File: src/rtl/c128_ram_arbiter.sv
// System-RAM port arbiter for VIC-II, DMA/REU and CPU with periodic refresh.
// Registered grant/command outputs; read data is routed back to its issuer after RD_LAT.
module c128_ram_arbiter #(
  parameter int unsigned RD_LAT       = 2,
  parameter int unsigned STARVE_MAX   = 4,
  parameter int unsigned REF_INTERVAL = 512
) (
  input  logic        clk,
  input  logic        reset,
  input  logic        sys256k,
  // VIC-II (read-only)
  input  logic        vic_req,
  input  logic [17:0] vic_addr,
  output logic        vic_ack,
  output logic        vic_rvalid,
  // DMA / REU
  input  logic        dma_req,
  input  logic        dma_we,
  input  logic [17:0] dma_addr,
  input  logic [7:0]  dma_wdata,
  output logic        dma_ack,
  output logic        dma_rvalid,
  // CPU via MMU
  input  logic        cpu_req,
  input  logic        cpu_we,
  input  logic [17:0] cpu_addr,
  input  logic [7:0]  cpu_wdata,
  output logic        cpu_ack,
  output logic        cpu_rvalid,
  // Shared read return
  output logic [7:0]  rdata,
  // RAM controller side
  input  logic        ram_ready,
  output logic        ram_ce,
  output logic        ram_we,
  output logic        ram_refresh,
  output logic [17:0] ram_addr,
  output logic [7:0]  ram_din,
  input  logic [7:0]  ram_dout
);

  localparam int unsigned AW  = 18;
  localparam int unsigned SCW = $clog2(STARVE_MAX + 1);
  localparam int unsigned RCW = $clog2(REF_INTERVAL);
  localparam int unsigned PW  = 3;

  localparam logic [1:0] OWN_VIC = 2'd0;
  localparam logic [1:0] OWN_DMA = 2'd1;
  localparam logic [1:0] OWN_CPU = 2'd2;

  // 128k machines have no second RAM bank pair: bank bit 1 is forced low.
  function automatic logic [AW-1:0] mask_addr(input logic [AW-1:0] a, input logic big);
    return {a[AW-1] & big, a[AW-2:0]};
  endfunction

  logic [SCW-1:0] r_starve;
  logic [RCW-1:0] r_ref_cnt;
  logic           r_ref_pend;
  logic [PW-1:0]  r_pipe [RD_LAT];

  logic           w_vic_elig;
  logic           w_dma_elig;
  logic           w_cpu_elig;
  logic           w_cpu_promo;
  logic           w_g_vic;
  logic           w_g_ref;
  logic           w_g_dma;
  logic           w_g_cpu;
  logic           w_issue_rd;
  logic [1:0]     w_issue_own;
  logic [PW-1:0]  w_head;
  logic           w_ref_wrap;

  // Eligibility: a requester acked this cycle must present a fresh request first.
  always_comb begin
    w_vic_elig  = vic_req & ~vic_ack;
    w_dma_elig  = dma_req & ~dma_ack;
    w_cpu_elig  = cpu_req & ~cpu_ack;
    w_cpu_promo = w_cpu_elig && (r_starve == SCW'(STARVE_MAX));
  end

  // Priority select: VIC > refresh > starved CPU > DMA > CPU.
  always_comb begin
    w_g_vic = 1'b0;
    w_g_ref = 1'b0;
    w_g_dma = 1'b0;
    w_g_cpu = 1'b0;
    if (ram_ready) begin
      if (w_vic_elig)       w_g_vic = 1'b1;
      else if (r_ref_pend)  w_g_ref = 1'b1;
      else if (w_cpu_promo) w_g_cpu = 1'b1;
      else if (w_dma_elig)  w_g_dma = 1'b1;
      else if (w_cpu_elig)  w_g_cpu = 1'b1;
    end
  end

  // The command currently on the RAM port feeds the return pipeline.
  always_comb begin
    w_issue_rd  = ram_ce & ~ram_we;
    w_issue_own = OWN_VIC;
    if (dma_ack)      w_issue_own = OWN_DMA;
    else if (cpu_ack) w_issue_own = OWN_CPU;
    w_head     = r_pipe[RD_LAT-1];
    w_ref_wrap = (r_ref_cnt == RCW'(REF_INTERVAL - 1));
  end

  // Command issue and grant pulses.
  always_ff @(posedge clk) begin
    if (reset) begin
      vic_ack     <= 1'b0;
      dma_ack     <= 1'b0;
      cpu_ack     <= 1'b0;
      ram_ce      <= 1'b0;
      ram_we      <= 1'b0;
      ram_refresh <= 1'b0;
      ram_addr    <= '0;
      ram_din     <= '0;
    end else begin
      vic_ack     <= w_g_vic;
      dma_ack     <= w_g_dma;
      cpu_ack     <= w_g_cpu;
      ram_ce      <= w_g_vic | w_g_dma | w_g_cpu;
      ram_we      <= (w_g_dma & dma_we) | (w_g_cpu & cpu_we);
      ram_refresh <= w_g_ref;
      if (w_g_vic) begin
        ram_addr <= mask_addr(vic_addr, sys256k);
      end else if (w_g_dma) begin
        ram_addr <= mask_addr(dma_addr, sys256k);
        ram_din  <= dma_wdata;
      end else if (w_g_cpu) begin
        ram_addr <= mask_addr(cpu_addr, sys256k);
        ram_din  <= cpu_wdata;
      end
    end
  end

  // CPU starvation counter: only DMA wins over an eligible CPU count.
  always_ff @(posedge clk) begin
    if (reset) begin
      r_starve <= '0;
    end else if (w_g_cpu) begin
      r_starve <= '0;
    end else if (w_g_dma && w_cpu_elig && (r_starve != SCW'(STARVE_MAX))) begin
      r_starve <= r_starve + SCW'(1);
    end
  end

  // Refresh timer; a wrap coinciding with an issue re-arms so no interval is lost.
  always_ff @(posedge clk) begin
    if (reset) begin
      r_ref_cnt  <= '0;
      r_ref_pend <= 1'b0;
    end else if (w_ref_wrap) begin
      r_ref_cnt  <= '0;
      r_ref_pend <= 1'b1;
    end else begin
      r_ref_cnt <= r_ref_cnt + RCW'(1);
      if (w_g_ref) r_ref_pend <= 1'b0;
    end
  end

  // Read return: {valid, owner} travels RD_LAT stages alongside the RAM access.
  always_ff @(posedge clk) begin
    if (reset) begin
      for (int unsigned i = 0; i < RD_LAT; i++) r_pipe[i] <= '0;
      vic_rvalid <= 1'b0;
      dma_rvalid <= 1'b0;
      cpu_rvalid <= 1'b0;
      rdata      <= '0;
    end else begin
      r_pipe[0] <= {w_issue_rd, w_issue_own};
      for (int unsigned i = 1; i < RD_LAT; i++) r_pipe[i] <= r_pipe[i-1];
      vic_rvalid <= w_head[2] && (w_head[1:0] == OWN_VIC);
      dma_rvalid <= w_head[2] && (w_head[1:0] == OWN_DMA);
      cpu_rvalid <= w_head[2] && (w_head[1:0] == OWN_CPU);
      if (w_head[2]) rdata <= ram_dout;
    end
  end

endmodule
File: config.mk
export PLATFORM = sky130hd
export DESIGN_NAME = c128_ram_arbiter
export DESIGN_NICKNAME = d
export VERILOG_FILES = /design/src/rtl/c128_ram_arbiter.sv
export SDC_FILE = /design/constraint.sdc
export NUM_CORES = 1
export LEC_CHECK = 0
export BUFFER_PORTS_ARGS = -buffer_cell sky130_fd_sc_hd__buf_2
export CORE_ASPECT_RATIO = 1.25
export CORE_MARGIN = 2
export CORE_UTILIZATION = 30
export DETAILED_ROUTE_END_ITERATION = 8
export MAX_ROUTING_LAYER = met4
export SYNTH_ARGS = -nofsm -noshare
export SYNTH_HDL_FRONTEND = slang
export SYNTH_SLANG_ARGS = --single-unit
File: constraint.sdc
create_clock -name clk -period 2.8 [get_ports clk]
set_input_delay 0.28 -clock clk [delete_from_list [all_inputs] [get_ports clk]]
set_output_delay 0.28 -clock clk [all_outputs]
set_load 0.01 [all_outputs]
==> reports/qor.yml <==
dp_cells: 534
htreeDepth: 3
cts_sinks: 62
synth_top_area_frac: 0.428
yosysWarnings: 0
drt_iter0_markers: 162
clk_latency_ns: 0.32
avgSynthCellArea_um2: 9.66
rsz0062_at_grt: "false"
antenna_found_initial: 1
reg2regPathDepth: 4
synth_area_leader_cell: "dfxtp_1"
syn_nets: 391
hpwlAfterDp_um: 5460
grt_busiest_layer: "met2"
leakage_nw: 1.81
tns_ns: 0
start_kind: "flip-flop"
post_cts_buffers: 0
die_h_um: 114
cts.clk_slew.worst_paths_ns: 0.05
gp_routability_congestion: 0.755
final_cell_mix: "buf_2 (129), dfxtp_1 (62), nand2_1 (27)"
final_nets: 510
layout_commonest_cell: "buf_2"
cts_made_buffers: 9
viasPerCell: 4.83
num_vias: 2660
remaining_drc_errors: 0
grt_max_degree: 30
synth-edff-count: 0
met1_usage: 0.178
die_area_mm2: 0.0105
netlist_area_mm2: 0.00290
top_level_ports: 130
portBuffers: 129
required_ns: 3.04
ctsLongestPathBuffers: 2
crit_arrival_ns: 2.39
crit_end: "ram_addr[17]"
track_usage: 0.152
drive_above_1_share: 0.394
timing.fmax_ghz: 0.465
outcome: "complete, no violations"
ys_types: 50
fin_crit_ns: 2.15
fillCellCount: 995
row_count: 40
async_reset_ff_frac: 0
drv_slew: 0
overflow: 0
ant_nets: 0
crit_type: "flip-flop to flip-flop"
use_met3: 0.0343
critPathMaxFanout: 23
routed_wl_um: 7730
synth_area_leaders: "dfxtp_1 (43%), mux2i_1 (7.6%), a32oi_1 (4.5%)"
r2r_start: "vic_ack"
reg2reg_to: "ram_addr[17]"
grt_pass1_wl_um: 12300
finalHoldViolCount: 0
slew_headroom: 0.504
die-width_um: 91.9
setup_violations: 0
cts_resized: 0
yosysSeqAreaShare: 0.428
synth-main-ff-cell: "dfxtp_1"
critPathLaunch: "vic_ack"
drt_pre_antenna_iters: 4
met2_usage: 0.251
cap_viol_max_count: 0
grt_pass1_vias: 2586
start_util: 0.305
cts_tree: "done"
synth_seq_cells: 62
wl_per_cell_um: 14.0
coreArea_mm2: 0.00951
worstMarginPinSlew_ns: 0.742
hold_buffers: 0
instances_no_fill: 551
p_per_area_mw_per_mm2: 626
syn2layout_area_growth_pct: 34.4
syn_inst: 300
fin_crit_sh: 0.768
finalClockSkew_ns: 0.00492
min_path_type: "primary input to flip-flop"
cts_root_buf: "clkbuf_16"
rrSetupSlack_ns: 0.65
worst_setup_path_end_kind: "flip-flop"
vdd_ir_drop_max_mv: 0.322
==> through the flow <==
step	total power [mW]	util	area [um^2]	hold slack [ns]	setup WS [ns]
floorplan	1.16	-	2900	0.413	1.22
global placement	1.28	0.376	3580	0.419	0.710
detailed placement	1.29	0.376	3580	0.420	0.640
CTS	2.47	0.409	3890	0.189	0.625
global route	2.54	0.410	3890	0.208	0.429
finish	2.44	0.410	3890	0.198	0.650
==> cells in the mapped netlist, types with 5 or more instances <==
library cell,number
nand3_1,7
a21oi_1,7
o22ai_2,9
clkbuf_1,8
nor2_1,20
nand2_1,27
buf_2,7
nor2b_1,6
a211oi_1,6
a32oi_1,15
o31ai_1,8
and2_1,14
mux2i_1,22
dfxtp_1,62
a31oi_1,9
inv_1,9
o22ai_1,5
==> how the worst min path moves through the flow <==
stage,from,cells after the start,to
floorplan,r_pipe[0][4],1,dma_rvalid
CTS,dma_we,3,ram_we
detailed placement,r_pipe[0][1],1,r_pipe[0][4]
global route,ram_dout[7],3,rdata[7]
global placement,r_pipe[0][0],1,r_pipe[0][3]
finish,ram_dout[7],3,rdata[7]
==> sequential cells by signal, indices dropped and copies added, names as in the netlist, 3 cells and up <==
name and flops:
r_pipe 6, r_ref_cnt 9, r_starve 3, ram_addr 18
ram_din 8, rdata 8
==> per-layer routing <==
layer | vias up | part of all wire
met2 | 84 | 0.47
li1 | 1343 | -
met1 | 1222 | 0.46
met3 | 11 | 0.051
met4 | 0 | 0.014
met5 | - | 0
==> cell type report <==
class | count | area (um^2) | share of cell area
antenna | 1 | 2.50 | 0.000642
tap | 126 | 158 | 0.0405
clock buffer | 12 | 246 | 0.0633
clock inverter | 4 | 70.1 | 0.0180
sequential | 62 | 1240 | 0.319
inverter | 9 | 33.8 | 0.00867
multi-input combinational | 204 | 1470 | 0.377
timing repair buffer | 133 | 676 | 0.173
==> critical path, cell delays in order (launching register included) <==
cell      delay [ns]
dfxtp_1         0.33
nand2b_1        0.42
nand4b_2        0.62
a311o_1         0.53
o31ai_2         0.17
==> where the power goes <==
part           switching, mW  internal (mW)  leakage (nW)
clock                  0.372          0.800         0.157
sequential            0.0242          0.928         0.506
combinational          0.166          0.148          1.15
total                  0.562           1.88          1.81
==> logic make-up after synthesis <==
group | share of synthesized area
xor+xnor | 0.0121
mux | 0.0760
flops | 0.428
compound gates | 0.201
fa+ha+maj | 0.0173
buf+inv | 0.0656
simple gates | 0.200
(Power assumes the default switching activity.)
